**src/rtl/seq_scan_pkg.sv**
```systemverilog
// Shared types for the serial pattern-scan controller: FSM state encoding and
// the width helper used to size the serialiser bit index.
package seq_scan_pkg;

  typedef enum logic [2:0] {
    IDLE  = 3'd0,
    WAIT  = 3'd1,
    SHIFT = 3'd2,
    DRAIN = 3'd3,
    HALT  = 3'd4
  } state_e;

  localparam int WORD_W_DEFAULT    = 8;
  localparam int BIT_IDX_W_DEFAULT = $clog2(WORD_W_DEFAULT);

  // Bit-index width for a given word width; never narrower than one bit.
  function automatic int bit_idx_width(input int word_w);
    return (word_w > 1) ? $clog2(word_w) : 1;
  endfunction

endpackage

```
**src/rtl/seq_pat_det.sv**
```systemverilog
// Overlapping Moore pattern detector: shifts one bit per enabled cycle and
// emits a registered one-cycle pulse once the last PAT_W bits equal the pattern.
module seq_pat_det
  import seq_scan_pkg::*;
#(
  parameter int PAT_W = 4
) (
  input  logic             clk,
  input  logic             rst,
  input  logic             shift_en,
  input  logic             bit_in,
  input  logic             clr,
  input  logic [PAT_W-1:0] pattern,
  output logic             match_pulse
);

  localparam int FILL_W = $clog2(PAT_W + 1);
  localparam logic [FILL_W-1:0] FILL_FULL = FILL_W'(PAT_W);

  logic [PAT_W-1:0]  hist_q, hist_d, hist_shift;
  logic [FILL_W-1:0] fill_q, fill_d;
  logic              match_q, match_d;

  generate
    if (PAT_W == 1) begin : g_single
      assign hist_shift = bit_in;
    end else begin : g_multi
      assign hist_shift = {hist_q[PAT_W-2:0], bit_in};
    end
  endgenerate

  // fill keeps the first PAT_W-1 bits after a clear from matching, even for pattern 0
  always_comb begin
    hist_d  = hist_q;
    fill_d  = fill_q;
    match_d = 1'b0;
    if (clr) begin
      hist_d = '0;
      fill_d = '0;
    end else if (shift_en) begin
      hist_d = hist_shift;
      if (fill_q != FILL_FULL) fill_d = fill_q + FILL_W'(1);
      match_d = (fill_d == FILL_FULL) && (hist_d == pattern);
    end
  end

  always_ff @(posedge clk or negedge rst) begin
    if (!rst) begin
      hist_q  <= '0;
      fill_q  <= '0;
      match_q <= 1'b0;
    end else begin
      hist_q  <= hist_d;
      fill_q  <= fill_d;
      match_q <= match_d;
    end
  end

  assign match_pulse = match_q;

endmodule

```
**src/rtl/seq_scan_ctrl.sv**
```systemverilog
// Word-to-bit scan controller: accepts words over valid/ready, serialises them
// MSB-first into the pattern detector, counts matches and raises a sticky IRQ.
module seq_scan_ctrl
  import seq_scan_pkg::*;
#(
  parameter int WORD_W = 8,
  parameter int PAT_W  = 4,
  parameter int CNT_W  = 8
) (
  input  logic              clk,
  input  logic              rst,
  input  logic              cfg_we,
  input  logic [PAT_W-1:0]  cfg_pattern,
  input  logic [CNT_W-1:0]  cfg_thresh,
  input  logic              start,
  input  logic              abort,
  input  logic              in_valid,
  input  logic [WORD_W-1:0] in_data,
  output logic              in_ready,
  output logic              busy,
  output logic              match_pulse,
  output logic [CNT_W-1:0]  match_cnt,
  output logic              done_irq,
  input  logic              irq_clr
);

  localparam int IDX_W = bit_idx_width(WORD_W);

  state_e             state_q, state_d;
  logic [PAT_W-1:0]   pattern_q, pattern_d;
  logic [CNT_W-1:0]   thresh_q, thresh_d;
  logic [CNT_W-1:0]   cnt_q, cnt_d;
  logic               done_q, done_d;
  logic [WORD_W-1:0]  word_q;
  logic [IDX_W-1:0]   bit_idx_q;

  logic               accept, shift_en, start_go, clr_go, det_clr, thresh_hit;
  logic [CNT_W:0]     cnt_inc;

  assign in_ready = (state_q == WAIT);
  assign busy     = (state_q != IDLE);
  assign accept   = in_ready && in_valid && !abort;
  assign shift_en = (state_q == SHIFT) && !abort;
  assign start_go = (state_q == IDLE) && start && !abort;
  assign clr_go   = (state_q == HALT) && irq_clr && !abort;
  assign det_clr  = abort || start_go || clr_go;

  // One extra bit so a saturated count can never compare equal to the threshold
  assign cnt_inc    = {1'b0, cnt_q} + {{CNT_W{1'b0}}, 1'b1};
  assign thresh_hit = match_pulse && (thresh_q != '0) && (cnt_inc == {1'b0, thresh_q});

  always_comb begin
    state_d = state_q;
    case (state_q)
      IDLE:    if (start) state_d = WAIT;
      WAIT:    if (in_valid) state_d = SHIFT;
      SHIFT:   if (bit_idx_q == '0) state_d = DRAIN;
      DRAIN:   state_d = (done_q || thresh_hit) ? HALT : WAIT;
      HALT:    if (irq_clr) state_d = WAIT;
      default: state_d = IDLE;
    endcase
    if (abort) state_d = IDLE;
  end

  always_comb begin
    pattern_d = pattern_q;
    thresh_d  = thresh_q;
    if ((state_q == IDLE) && cfg_we && !abort) begin
      pattern_d = cfg_pattern;
      thresh_d  = cfg_thresh;
    end
  end

  always_comb begin
    cnt_d  = cnt_q;
    done_d = done_q;
    if (start_go || clr_go) begin
      cnt_d = '0;
    end else if (match_pulse && !abort && !cnt_inc[CNT_W]) begin
      cnt_d = cnt_inc[CNT_W-1:0];
    end
    if (det_clr) begin
      done_d = 1'b0;
    end else if (thresh_hit) begin
      done_d = 1'b1;
    end
  end

  always_ff @(posedge clk or negedge rst) begin
    if (!rst) begin
      state_q   <= IDLE;
      pattern_q <= '0;
      thresh_q  <= '0;
      cnt_q     <= '0;
      done_q    <= 1'b0;
    end else begin
      state_q   <= state_d;
      pattern_q <= pattern_d;
      thresh_q  <= thresh_d;
      cnt_q     <= cnt_d;
      done_q    <= done_d;
    end
  end

  // Word/index are pure datapath: only meaningful while state says SHIFT
  always_ff @(posedge clk) begin
    if (accept) begin
      word_q    <= in_data;
      bit_idx_q <= IDX_W'(WORD_W - 1);
    end else if (shift_en) begin
      bit_idx_q <= bit_idx_q - IDX_W'(1);
    end
  end

  seq_pat_det #(
    .PAT_W (PAT_W)
  ) u_det (
    .clk         (clk),
    .rst         (rst),
    .shift_en    (shift_en),
    .bit_in      (word_q[bit_idx_q]),
    .clr         (det_clr),
    .pattern     (pattern_q),
    .match_pulse (match_pulse)
  );

  assign match_cnt = cnt_q;
  assign done_irq  = done_q;

endmodule

```
**config.mk**
```make
export PLATFORM = sky130hd
export DESIGN_NAME = seq_scan_ctrl
export DESIGN_NICKNAME = d
export VERILOG_FILES = /design/src/rtl/seq_scan_pkg.sv /design/src/rtl/seq_pat_det.sv /design/src/rtl/seq_scan_ctrl.sv
export SDC_FILE = /design/constraint.sdc
export NUM_CORES = 1
export LEC_CHECK = 0
export ABC_CLOCK_PERIOD_IN_PS = 2000
export BUFFER_PORTS_ARGS = -buffer_cell sky130_fd_sc_hd__buf_2
export CAP_MARGIN = 20
export CORE_MARGIN = 10
export CORE_UTILIZATION = 40
export CTS_CLUSTER_DIAMETER = 80
export DETAILED_ROUTE_END_ITERATION = 10
export SKIP_LAST_GASP = 1
export SYNTH_ARGS = -nofsm -noshare
export SYNTH_HDL_FRONTEND = slang
export SYNTH_SLANG_ARGS = --single-unit
```
**constraint.sdc**
```tcl
create_clock -name clk -period 2 [get_ports clk]
set_input_delay 0.4 -clock clk [delete_from_list [all_inputs] [get_ports clk]]
set_output_delay 0.4 -clock clk [all_outputs]
set_load 0.03 [all_outputs]
```
==> impl_metrics.toml, run 1 <==
[clock_tree]
cts_sinks = 42
cts_buffers = 5
hold_buffers = 0
cts-root-buf = "clkbuf_8"
cts_tree = "done"
htreeDepth = 2
clock_latency_ps = 280
cts_buffer_depth = 2
clk_transition_reported_paths_ps = 80

[floorplanning]
chipHeight_um = 94.8
initial_core_util_pct = 40.9
core_sq_um = 5470
die_w_um = 94.8
dieArea_sq_um = 8990
num_rows = 27
ios = 39

[final_layout]
n_antenna_cell = 0
fin_nets = 291
synthToLayoutAreaGrowth_pct = 18.8
drive_above_1_share_pct = 32.3

[timing]
setup_tns_ps = 0
period_share_pct = 96.4
final_hold_viol_count = 0
max_freq_mhz = 519
relSlewSlack_pct = 52.2
holdWs_ps = 156
setup_viol = 0
post-route-min-period_ps = 1930
fin_skew_ps = 5.95
tightest_slew_ps = 717
final_max_slew_viol_count = 0
rsz0062_at_grt = "yes"

[routing]
dr.pass1.iters = 4
vias_per_cell = 5.15
drc = 0
wl_per_cell_um = 14.2
vias = 1710
wirelength_um = 4720
ant_nets = 0
drtIter0Drc = 56

[synthesis]
synth.avg_cell_area_sq_um = 10.6
syn-instance-count = 211
synth_cell_types = 51
yosys.area_share.simple_pct = 14.9
synth_mux_area_share_pct = 9.66
synth_xor_area_share_pct = 5.87
ys_seq_area_share_pct = 48.0
synth_flop_cell = "dfrtp_1"
synth_nets = 243
yosys_register_bits = 42
synthDominantCellAreaShare_pct = 34.6
synthMostInstantiatedCell = "dfrtp_1"
synth_top_area_cell = "dfrtp_1"
yosysWarnings = 0
synth_edf_count = 8
synth_area_leaders = "dfrtp_1 35%, edfxtp_1 11%, mux2_2 6.5%"
synth_top_family_by_area = "simple AND/OR/NAND/NOR gates"
synth-adder-area-share_pct = 2.79
synthTopCellsByCount = "31 x dfrtp_1, 19 x nand2_1"
synth_compound_area_share_pct = 14.2
syn_area_sq_um = 2240
async_flop_share_pct = 73.8

[place]
place_congestion = 0.835
dp_hpwl_um = 3700
portBuffers = 38

[critical_path]
required_ps = 2210
crit_arrival_ps = 2140
cp-end-kind = "flop"
worstSetupStartpointType = "flop"
worstSetupPathType = "flop to flop"
crit_fanout = 8

[global_routing]
antenna_found_initial = 0
track_usage_pct = 11.1
grt-ovfl-total = 0
grt_pass1_wl_um = 8150
grt_max_degree = 32
grt_pass1_vias = 1779

[power]
p_leak_nw = 1.16
ir_worst_vdd_v = 0.000313
p_per_area_nw_per_um2 = 762

[outcome]
status = "finished clean"

[flow_run]
cap_violations = 0

[hold_path]
hold_class = "input pin to async pin"
==> path summary, 6_finish.rpt <==
path | startpoint | to | slack (ps) | cells after the start
max | match_cnt[0]$_DFFE_PN0P_ | state_q[2]$_DFFE_PN0P_ | 70 | 7
min | rst | done_irq$_DFFE_PN0P_ | 160 | 1
max reg2reg | match_cnt[0]$_DFFE_PN0P_ | state_q[2]$_DFFE_PN0P_ | 70 | 7
min reg2reg | pattern_q[0]$_DFFE_PN0P_ | pattern_q[0]$_DFFE_PN0P_ | 530 | 1
max in group asynchronous | rst | match_cnt[0]$_DFFE_PN0P_ | 1330 | 1
min in group clk | in_data[3] | word_q[3]$_DFFE_PP_ | 290 | 1
==> power breakdown <==
group	leakage, nW	switching [mW]	internal, mW
sequential	0.498	0.105	0.972
clock	0.0426	0.274	0.240
combinational	0.622	0.200	0.238
==> metal layers <==
layer  vias to the layer above  routed length (um)  part of all wire, %  global-route usage, %
li1                        847                   -                    -                      -
met1                       835                2000                   42                   12.6
met2                        26                2440                   52                   19.3
met3                         2                 248                  5.3                   3.49
met4                         0                  31                 0.66                   3.74
met5                         -                   0                    0                      0
==> cells by family after synthesis <==
group,after synthesis
simple gates,65
mux,17
compound gates,48
fa+ha+maj,5
buf+inv,19
flops,42
xor+xnor,15
==> final cells by class <==
| type | count | area (sq um) |
|---|---|---|
| Inverter | 10 | 37.5 |
| Clock buffer | 6 | 72.6 |
| Fill cell | 553 | 2810 |
| Timing Repair Buffer | 50 | 280 |
| Clock inverter | 2 | 8.76 |
| Tap cell | 72 | 90.1 |
| Multi-Input combinational cell | 150 | 1090 |
| Sequential cell | 42 | 1080 |
==> through the flow <==
step / power (mW) / util (%) / cells / area (sq um) / worst slack (ps)
finish: 2.03 / 48.6 / 332 / 2660 / 71.4
global route: 2.16 / 48.6 / 332 / 2660 / -59.9
CTS: 2.06 / 48.3 / 331 / 2640 / 31.6
detailed placement: 1.54 / 46.8 / 323 / 2560 / 52.0
global placement: 1.53 / 46.8 / 323 / 2560 / 91.1
floorplan: 1.40 / - / 211 / 2260 / -1.30
==> cell usage in the layout, fill, tap and decap left out, drive strengths merged, types with 6 or more instances in the layout <==
cell,n
a21oi,13
xnor2,10
clkbuf,6
edfxtp,8
nor2,13
o21ai,13
mux2,14
nand2,19
dfrtp,31
inv,10
buf,50
==> worst max-delay path, stage by stage (launching register included) <==
cell and delay [ps]:
dfrtp_2 450, ha_4 180, and2_4 160, xnor2_2 160, a22oi_1 100, a211o_1 270, a2111o_1 370, a31oi_1 160
==> registers in the layout, summed over array words and instances, names as in the netlist <==
signal             flops
u_det.hist_q           3
word_q                 8
bit_idx_q              3
u_det.fill_q           3
thresh_q               8
done_irq               1
u_det.match_pulse      1
pattern_q              4
state_q                3
match_cnt              8
==> timing repair <==
item | in CTS | in global routing
gates resized for setup | 0 | 3
endpoints found under the setup margin | 0 | 2
setup buffers | 0 | 1
Power figures use the tool's default switching activity.
==> run 2, diff against run 1 <==
--- a/config.mk
+++ b/config.mk
@@ -8,9 +8,9 @@
 export ABC_CLOCK_PERIOD_IN_PS = 2000
 export BUFFER_PORTS_ARGS = -buffer_cell sky130_fd_sc_hd__buf_2
 export CAP_MARGIN = 20
+export CORE_ASPECT_RATIO = 2
 export CORE_MARGIN = 10
 export CORE_UTILIZATION = 40
-export CTS_CLUSTER_DIAMETER = 80
 export DETAILED_ROUTE_END_ITERATION = 10
 export SKIP_LAST_GASP = 1
 export SYNTH_ARGS = -nofsm -noshare
==> run 2 against run 1 <==
  * Clock-buffer cell count is 2 higher
  * Combinational power is 7.8% higher
  * Sequential share of layout area is 0.40 points lower
  * Hold slack better by 3.7 ps
  * Non-clock buffer count stayed put
  * Clock skew hardly changed
  * Sequential cell count stayed put
  * Critical endpoint unchanged
  * Maximum frequency is 0.38% higher
==> impl_metrics.toml, run 2 (same netlist as run 1, synthesis figures left out) <==
[outcome]
status = "finished clean"

[routing]
drtIter0Drc = 117
vias = 1717
dr.pass1.iters = 6
wl_per_cell_um = 16.7
drc = 0
ant_nets = 0
wirelength_um = 5330
vias_per_cell = 5.37

[clock_tree]
hold_buffers = 0
cts_tree = "done"
cts_buffers = 5
clock_latency_ps = 290
cts-root-buf = "clkbuf_8"
cts_sinks = 42
clk_transition_reported_paths_ps = 80
htreeDepth = 2
cts_buffer_depth = 2

[final_layout]
stdcell_area_sq_um = 2690
stdcell_count = 320
final_core_util_pct = 49.6
drive_above_1_share_pct = 33.8
final_common_cell = "buf_2"
fin_nets = 291
n_antenna_cell = 0
synthToLayoutAreaGrowth_pct = 19.9
layout_common_cells = "38 x buf_2, 28 x dfrtp_1, 19 x nand2_1"

[global_routing]
grt-ovfl-total = 0
track_usage_pct = 11.9
grt_max_degree = 32
antenna_found_initial = 0
grt_pass1_vias = 1869
grt_pass1_wl_um = 8840

[timing]
final_hold_viol_count = 0
relSlewSlack_pct = 51.4
period_share_pct = 96.1
holdWs_ps = 160
tightest_slew_ps = 730
setup_tns_ps = 0
setup_ws_ps = 78.8
setup_viol = 0
final_max_slew_viol_count = 0
fin_skew_ps = 6.29
max_freq_mhz = 521
post-route-min-period_ps = 1920

[floorplanning]
chipHeight_um = 126
core_sq_um = 5420
die_w_um = 72.9
initial_core_util_pct = 41.3
num_rows = 38
ios = 39
dieArea_sq_um = 9170

[critical_path]
cp_num_cells = 7
required_ps = 2220
crit_arrival_ps = 2140
crit_family = "compound AO/OA/AOI/OAI gates"
max_stage_delay_ps = 450
reg2reg_depth = 7
path_cells = "ha_4 > and2_4 > and3_1 > o21ai_1 > o311ai_4 > a2111o_1 > a31oi_1"
worstSetupStartpointType = "flop"
crit_fanout = 8
cpMaxStageDelayCell = "dfrtp_2"
cp-end-kind = "flop"
path_buf_inv = 0
worstSetupPathType = "flop to flop"

[place]
post_dp_cell_area_sq_um = 2550
place_congestion = 0.868
dp_hpwl_um = 4200
place_ws_ps = 24.6
dp.cells = 312
portBuffers = 38

[power]
p_per_area_nw_per_um2 = 787
ir_worst_vdd_v = 0.000461
p_leak_nw = 1.17
power.total_mw = 2.11

[flow_run]
cap_violations = 0

[hold_path]
hold_class = "input pin to async pin"
-- run 2: layer usage --
layer / wire length [um] / GRT usage, % / vias to the layer above
li1: - / - / 850
met4: 101 / 5.39 / 0
met1: 1930 / 11.4 / 826
met3: 235 / 3.07 / 6
met5: 0 / 0 / -
met2: 3070 / 22.3 / 35
-- run 2: repair_timing --
action	CTS	global route
endpoints found under the setup margin	0	3
resized for setup	0	8
setup buffers	0	0
-- run 2: final timing paths --
path | from | to | slack [ps]
max | match_cnt[0]$_DFFE_PN0P_ | state_q[2]$_DFFE_PN0P_ | 80
max reg2reg | match_cnt[0]$_DFFE_PN0P_ | state_q[2]$_DFFE_PN0P_ | 80
min reg2reg | pattern_q[1]$_DFFE_PN0P_ | pattern_q[1]$_DFFE_PN0P_ | 530
max in group asynchronous | rst | match_cnt[1]$_DFFE_PN0P_ | 1320
min in group clk | in_data[2] | word_q[2]$_DFFE_PP_ | 290
min | rst | match_cnt[3]$_DFFE_PN0P_ | 160
-- run 2: power by group --
group	leakage, nW	internal, mW	switching [mW]	total, mW
registers	0.498	0.972	0.108	1.08
clock network	0.0455	0.282	0.280	0.562
logic	0.623	0.248	0.223	0.471
total	1.17	1.50	0.612	2.11
-- run 2: worst reg2reg max path, stage by stage, from the launching register on --
cell and delay [ps]:
dfrtp_2 450, ha_4 190, and2_4 170, and3_1 170, o21ai_1 190, o311ai_4 150
a2111o_1 410, a31oi_1 120
-- run 2: layout make-up --
class	count	area [sq um]
Tap cell	60	75.1
Fill cell	516	2730
Timing Repair Buffer	50	280
Inverter	10	37.5
Multi-Input combinational cell	150	1120
Sequential cell	42	1080
Clock buffer	8	90.1
